**src/rtl/data_bus_arbiter.sv**
```systemverilog
// Round-robin arbiter sharing the RAM data port between m0 (core LSU) and m1 (DMA/debug).
// Optional per-master grant counters are enabled by defining ARB_PERF_CNT_EN.
module data_bus_arbiter #(
    parameter int RAM_SIZE = 256,
    parameter int ADDR_W   = 32
) (
    input  logic              clk,
    input  logic              reset,
    input  logic              m0_require,
    input  logic              m0_write_enable,
    input  logic [3:0]        m0_byte_enable_map,
    input  logic [ADDR_W-1:0] m0_address,
    input  logic [31:0]       m0_write,
    output logic [31:0]       m0_read,
    output logic              m0_ready,
    output logic              m0_fault,
    input  logic              m1_require,
    input  logic              m1_write_enable,
    input  logic [3:0]        m1_byte_enable_map,
    input  logic [ADDR_W-1:0] m1_address,
    input  logic [31:0]       m1_write,
    output logic [31:0]       m1_read,
    output logic              m1_ready,
    output logic              m1_fault,
`ifdef ARB_PERF_CNT_EN
    output logic [15:0]       m0_grant_count,
    output logic [15:0]       m1_grant_count,
`endif
    output logic              ram_require,
    output logic              ram_write_enable,
    output logic [3:0]        ram_byte_enable_map,
    output logic [ADDR_W-1:0] ram_address,
    output logic [31:0]       ram_write,
    input  logic [31:0]       ram_read
);

    typedef enum logic [1:0] {IDLE, ACCESS, RESPOND} state_t;

    state_t            state_q, state_d;
    logic              last_grant_q, last_grant_d;
    logic              grant_q, grant_d;
    logic              we_q, we_d;
    logic [3:0]        bem_q, bem_d;
    logic [ADDR_W-1:0] addr_q, addr_d;
    logic [31:0]       wdata_q, wdata_d;
    logic              fault_q, fault_d;

    logic              any_req;
    logic              sel;
    logic [ADDR_W-1:0] sel_addr;

    assign any_req  = m0_require | m1_require;
    // A tie goes to whichever master was not served last.
    assign sel      = (m0_require && m1_require) ? ~last_grant_q : m1_require;
    assign sel_addr = sel ? m1_address : m0_address;

    // NOTE: every signal assigned here gets its hold value first, so no path leaves it unassigned and no latch is inferred.
    always_comb begin
        state_d      = state_q;
        last_grant_d = last_grant_q;
        grant_d      = grant_q;
        we_d         = we_q;
        bem_d        = bem_q;
        addr_d       = addr_q;
        wdata_d      = wdata_q;
        fault_d      = fault_q;
        case (state_q)
            IDLE: begin
                if (any_req) begin
                    grant_d      = sel;
                    last_grant_d = sel;
                    we_d         = sel ? m1_write_enable    : m0_write_enable;
                    bem_d        = sel ? m1_byte_enable_map : m0_byte_enable_map;
                    addr_d       = sel_addr;
                    wdata_d      = sel ? m1_write           : m0_write;
                    fault_d      = !(sel_addr < ADDR_W'(RAM_SIZE));
                    state_d      = fault_d ? RESPOND : ACCESS;
                end
            end
            ACCESS:  state_d = RESPOND;
            RESPOND: state_d = IDLE;
            default: state_d = IDLE;
        endcase
    end

    // NOTE: sequential state uses non-blocking assignments so every flop samples pre-edge values.
    always_ff @(posedge clk or posedge reset) begin
        if (reset) begin
            state_q      <= IDLE;
            last_grant_q <= 1'b1;
            grant_q      <= 1'b0;
            we_q         <= 1'b0;
            bem_q        <= '0;
            addr_q       <= '0;
            wdata_q      <= '0;
            fault_q      <= 1'b0;
        end else begin
            state_q      <= state_d;
            last_grant_q <= last_grant_d;
            grant_q      <= grant_d;
            we_q         <= we_d;
            bem_q        <= bem_d;
            addr_q       <= addr_d;
            wdata_q      <= wdata_d;
            fault_q      <= fault_d;
        end
    end

    // RAM port is decoded from the state flop, so an async reset drops it immediately.
    logic in_access;
    assign in_access           = (state_q == ACCESS);
    assign ram_require         = in_access;
    assign ram_write_enable    = in_access & we_q;
    assign ram_byte_enable_map = in_access ? bem_q   : '0;
    assign ram_address         = in_access ? addr_q  : '0;
    assign ram_write           = in_access ? wdata_q : '0;

    // The RAM's registered read port holds the load data during RESPOND.
    logic        in_respond;
    logic [31:0] load_data;
    assign in_respond = (state_q == RESPOND);
    assign load_data  = (!we_q && !fault_q) ? ram_read : '0;
    assign m0_ready   = in_respond & ~grant_q;
    assign m1_ready   = in_respond &  grant_q;
    assign m0_fault   = m0_ready & fault_q;
    assign m1_fault   = m1_ready & fault_q;
    assign m0_read    = m0_ready ? load_data : '0;
    assign m1_read    = m1_ready ? load_data : '0;

`ifdef ARB_PERF_CNT_EN
    logic        grant_fire;
    logic [15:0] m0_grant_count_q, m0_grant_count_d;
    logic [15:0] m1_grant_count_q, m1_grant_count_d;

    assign grant_fire = (state_q == IDLE) && any_req;

    always_comb begin
        m0_grant_count_d = m0_grant_count_q;
        m1_grant_count_d = m1_grant_count_q;
        if (grant_fire && !sel && (m0_grant_count_q != 16'hFFFF))
            m0_grant_count_d = m0_grant_count_q + 16'd1;
        if (grant_fire && sel && (m1_grant_count_q != 16'hFFFF))
            m1_grant_count_d = m1_grant_count_q + 16'd1;
    end

    always_ff @(posedge clk or posedge reset) begin
        if (reset) begin
            m0_grant_count_q <= '0;
            m1_grant_count_q <= '0;
        end else begin
            m0_grant_count_q <= m0_grant_count_d;
            m1_grant_count_q <= m1_grant_count_d;
        end
    end

    assign m0_grant_count = m0_grant_count_q;
    assign m1_grant_count = m1_grant_count_q;
`endif

endmodule

```
**config.mk**
```make
export PLATFORM = sky130hd
export DESIGN_NAME = data_bus_arbiter
export DESIGN_NICKNAME = d
export VERILOG_FILES = /design/src/rtl/data_bus_arbiter.sv
export SDC_FILE = /design/constraint.sdc
export NUM_CORES = 1
export LEC_CHECK = 0
export ABC_AREA = 1
export CAP_MARGIN = 10
export CORE_AREA = 2 2 121 123
export DETAILED_ROUTE_END_ITERATION = 10
export DIE_AREA = 0 0 123 125
export PLACE_DENSITY = 0.74
export SYNTH_ARGS = -nofsm -noshare
export SYNTH_HDL_FRONTEND = slang
export SYNTH_SLANG_ARGS = --single-unit
```
**constraint.sdc**
```tcl
create_clock -name clk -period 3.5 [get_ports clk]
set_clock_uncertainty 0.1 [all_clocks]
set_input_delay 0.7 -clock clk [delete_from_list [all_inputs] [get_ports clk]]
set_output_delay 0.7 -clock clk [all_outputs]
set_load 0.01 [all_outputs]
```
==> flow_summary.toml, run 1 <==
[cells_and_area]
nets = 1128
final_layout_size_suffix_gt1_frac = 0.0407
area.growth.synth_to_final_pct = 82.6
layout_common_cells = "clkdlybuf4s50_1 (311), nor2_1 (135), inv_1 (107)"
antennaDiodeCount = 0
final_common_cell = "clkdlybuf4s50_1"

[setup_path]
critical_path.startpoint = "state_q[0]"
worstPathRequired_ps = 2700
path_common_cell = "nor3_1"
cpLargestDelayFamily = "buffers and inverters"
path_cells = "nor3_1 > inv_1 > nor3_1 > clkdlybuf4s50_1"
cp_max_fo = 33
cpPeakStageDelay_ps = 600
cp_data_arrival_time_ps = 2360
crit_path_start_kind = "flop"
worstReg2RegStart = "last_grant_q"
crit_type = "flop to primary output"
crit_path_end_kind = "primary output"
slowest_stage = "clkdlybuf4s50_1"
path_buf_inv = 2

[placed_design]
gp_congestion = 0.812
hpwl_mm = 12.5
port_buffers = 311
post-place-ws_ps = 625

[floorplanning]
die_width_um = 123
core_area_mm2 = 0.0142
dieArea_mm2 = 0.0154
ioPinCount = 312
die_y_um = 125
fp-row-count = 44
initial_core_util = 0.311

[clock_network]
cts_htree_levels = 3
clkTransAtPathRegs_ps = 60
cts_resized = 0
cts_tree = "yes"
worstSkewPairLatency_ps = 320
cts_root_buf = "clkbuf_16"
cts.sinks = 74
cts-hold-fix-buffers = 0
clockBufferDepth = 2
cts_buffers = 9
cts_setup_buffers = 0

[grt]
grt_pass1_vias = 5117
grt_pass1_wl_mm = 25.7
gr-total-overflow = 0
antenna_found_initial = 0
grt_max_degree = 68
grt_util_all_layers = 0.213

[drt]
drt_iter0_drc = 164
firstDrtPassIters = 5
ant_nets = 0
drc = 0
wl_per_cell_um = 14.5
routed_wirelength_mm = 16.6
routed_via_density = 4.64
vias = 5303

[yosys]
synth_area_mm2 = 0.00442
yosys_warnings = 0
syn_nets = 840
ys_types = 16
avgSynthCellArea_um2 = 6.64
ys_seq_area_frac = 0.419
synth_seq_cells = 74
synthCells = 666

[run]
cap_viol_max_count = 0

[sta]
fin_crit_sh = 0.903
hold_violations = 0
rsz0062_at_grt = "false"
tightest_slew_ps = 932
fmax_ghz = 0.317
period_minus_slack_ps = 3160
maxSlewViolCount = 0
relSlewSlack = 0.378
setup_slack_ps = 341
finalSetupTns_ps = 0
setup-violations-final = 0

[pwr]
p_leak_nw = 3.53
p_per_area_mw_per_mm2 = 378
peakVddDrop_mv = 0.196

[min_path]
min_path_type = "flop to flop"
min_from = "last_grant_q"

[outcome]
outcome = "completed"
==> worst paths after layout <==
kind / cells after the start / slack (ps) / endpoint
setup / recovery: 4 / 340 / m1_read[2]
hold / removal: 2 / 370 / last_grant_q
setup reg to reg: 11 / 1370 / state_q[1]
hold reg to reg: 2 / 370 / last_grant_q
max in group asynchronous: 3 / 1890 / last_grant_q
min in group asynchronous: 2 / 680 / wdata_q[24]
==> tightest hold or removal path, cell delays in order (launching register included) <==
cell	delay, ps
dfstp_2	370
nand2_1	50
nand2_1	50
==> stage by stage <==
stage	hold WS, ps	power (mW)	utilization	instance area, um^2	cells
2_1_floorplan	348	1.58	-	4420	666
3_3_place_gp	365	1.96	0.543	7720	1127
3_5_place_dp	373	1.98	0.543	7720	1127
4_1_cts	381	3.08	0.568	8070	1143
5_1_grt	407	3.24	0.568	8070	1143
6_report	375	3.05	0.568	8070	1143
==> layer usage <==
metal  vias to the layer above  wire length, um  GRT usage
met3                        23             1490     0.0666
met5                         -                0          0
met4                         0              359     0.0648
met1                      2384             6140      0.228
met2                       215             8590      0.393
li1                       2681                -          -
==> final cells by class <==
| cell class | count | area [um^2] |
|---|---|---|
| timing repair buffer | 327 | 3280 |
| tap | 184 | 230 |
| clock buffer | 10 | 239 |
| fill | 1372 | 6130 |
| sequential | 74 | 1850 |
| inverter | 111 | 418 |
| clock inverter | 6 | 114 |
| multi-input combinational | 431 | 1930 |
==> cell families (layout without fill, tap and decap cells) <==
group	count (synthesis)	in the layout	share of synthesized area
DFF	74	74	0.419
buffers and inverters	161	454	0.144
AOI/OAI and AO/OA	115	115	0.143
and+or+nand+nor	316	316	0.294
==> synthesized netlist by cell type <==
library cell / n / area (um^2)
clkbuf_1: 29 / 109
dfrtp_1: 73 / 1830
nand3_1: 21 / 105
buf_1: 4 / 15.0
buf_2: 14 / 70.1
inv_1: 108 / 405
o21ai_0: 70 / 350
dfstp_2: 1 / 26.3
buf_4: 2 / 15.0
inv_2: 3 / 11.3
nor2_1: 135 / 507
buf_6: 1 / 11.3
nand2_2: 1 / 6.26
nor3_1: 66 / 330
nand2_1: 93 / 349
o22ai_1: 45 / 282
==> flip-flops by register name, indices dropped and copies added, names as in the netlist <==
signal,cells
grant_q,1
wdata_q,32
state_q,2
fault_q,1
last_grant_q,1
addr_q,32
bem_q,4
we_q,1
==> where the power goes <==
group | leakage (nW) | switching, mW | total (mW) | internal (mW)
clock | 0.165 | 0.369 | 1.09 | 0.717
combinational | 2.46 | 0.476 | 0.883 | 0.407
sequential | 0.900 | 0.0463 | 1.08 | 1.03
total | 3.53 | 0.892 | 3.05 | 2.16
Power figures use the tool's default switching activity.
==> run 2, diff against run 1 <==
CORE_AREA = 2 2 122 124   (was 2 2 121 123)
DIE_AREA = 0 0 124 126   (was 0 0 123 125)
DONT_BUFFER_PORTS = 1   (was unset)
PLACE_DENSITY = unset   (was 0.74)
==> run 2 against run 1 <==
  * Register-to-register slack got worse by 230 ps
  * Hold slack lost 1.1 ps
  * Setup slack worse by 8.3 ps
  * Final cell count decreased by 28%
  * Count of clock-buffer cells in the layout up 2
  * Highest routed layer unchanged
  * Sequential share of layout area increased by 15 points
  * Largest power group is now registers
  * Die area is 1.6% higher
  * Critical path type unchanged
==> flow_summary.toml, run 2 (same netlist as run 1, synthesis figures left out) <==
[pwr]
p_per_area_mw_per_mm2 = 539
peakVddDrop_mv = 0.286
p_leak_nw = 2.32
finalPower_mw = 2.61

[min_path]
min_from = "last_grant_q"
min_path_type = "flop to flop"

[grt]
grt_pass1_wl_mm = 20.4
grt_pass1_vias = 3765
grt_max_degree = 75
antenna_found_initial = 0
gr-total-overflow = 0
grt_util_all_layers = 0.174

[cells_and_area]
register_area_mm2 = 0.00185
nFillCells = 1534
area.growth.synth_to_final_pct = 9.57
antennaDiodeCount = 0
nets = 812
layout_common_cells = "nor2_1 (135), inv_1 (105), nand2_1 (92)"
multiInputGateArea_mm2 = 0.00194
final_common_cell = "nor2_1"
final_layout_size_suffix_gt1_frac = 0.0545
largestRegisters = "addr_q x32, wdata_q x32, bem_q x4"

[drt]
routed_wirelength_mm = 14.1
routed_via_density = 5.04
wl_per_cell_um = 17.1
ant_nets = 0
drt_iter0_drc = 168
firstDrtPassIters = 4
vias = 4162
drc = 0

[setup_path]
cp_data_arrival_time_ps = 2370
worstPathRequired_ps = 2700
cp_max_fo = 16
crit_path_start_kind = "flop"
crit_path_end_kind = "primary output"
critical_path.startpoint = "state_q[0]"
worstReg2RegStart = "last_grant_q"
crit_type = "flop to primary output"

[placed_design]
port_buffers = 0
hpwl_mm = 10.3
gp_congestion = 0.795

[sta]
hold_violations = 0
rsz0062_at_grt = "false"
tightest_slew_ps = 973
maxSlewViolCount = 0
relSlewSlack = 0.349
period_minus_slack_ps = 3170
finalSetupTns_ps = 0
setup-violations-final = 0
fin_crit_sh = 0.905
fmax_ghz = 0.316

[floorplanning]
core_area_mm2 = 0.0143
initial_core_util = 0.309
fp-row-count = 44
die_y_um = 126
dieArea_mm2 = 0.0156
ioPinCount = 312
die_width_um = 124

[clock_network]
cts_tree = "yes"
cts.sinks = 74
cts_buffers = 9
worstSkewPairLatency_ps = 340
cts-hold-fix-buffers = 0
clkTransAtPathRegs_ps = 60
clockBufferDepth = 2
cts_root_buf = "clkbuf_16"
cts_htree_levels = 3

[run]
cap_viol_max_count = 0

[outcome]
outcome = "completed"
-- run 2: changes by cell type in the layout (fill, tap and decap cells not counted), sizes merged --
cell / before / now
clkdlybuf4s50: 311 / 0
bufinv: 3 / 1
clkinvlp: 2 / 4
clkbuf: 10 / 12
buf: 16 / 9
inv: 110 / 108
clkinv: 2 / 3
-- run 2: worst paths after layout --
kind                                 to  slack, ps  cells after the start
setup / recovery             m0_read[9]        330                      3
hold / removal             last_grant_q        370                      2
setup reg to reg             state_q[1]       1140                     12
hold reg to reg            last_grant_q        370                      2
max in group asynchronous    addr_q[20]       2250                      2
min in group asynchronous   wdata_q[12]        440                      2
-- run 2: report_power, final --
part / total [mW] / switching [mW] / internal (mW)
registers: 1.08 / 0.0462 / 1.03
logic: 0.625 / 0.452 / 0.173
clock network: 0.908 / 0.343 / 0.565
-- run 2: critical path: stages (launching register included) --
cell and delay, ps:
dfrtp_1 400, nor3_2 500, clkinvlp_2 640, nor3_1 480
-- run 2: stage by stage --
stage                     utilization  area, um^2  hold slack [ps]  worst slack (ps)  cells
final                           0.338        4840              374               332    826
after global routing            0.338        4840              403              75.3    826
after CTS                       0.336        4810              377               181    824
after detailed placement        0.316        4530              367               554    809
after global placement          0.316        4530              363               598    809
after floorplan                     -        4420              348               820    666
-- run 2: cell type report --
type,count,area share
clock inverters,3,0.00827
inverters,111,0.0879
repair buffers,9,0.0191
repair inverters,2,0.00258
well taps,184,0.0475
multi-input cells,431,0.401
clock buffers,12,0.0509
flip-flops and latches,74,0.383
-- run 2: repair_timing --
item / CTS / global route
gates resized for setup: 0 / 5
setup buffers: 0 / 0
endpoints found under the setup margin: 0 / 33
-- run 2: metal layers --
metal | up-vias | global-route usage | part of all wire
met5 | - | 0 | 0
met4 | 0 | 0.0668 | 0.023
li1 | 2042 | - | -
met2 | 230 | 0.309 | 0.51
met1 | 1871 | 0.192 | 0.39
met3 | 19 | 0.0521 | 0.078
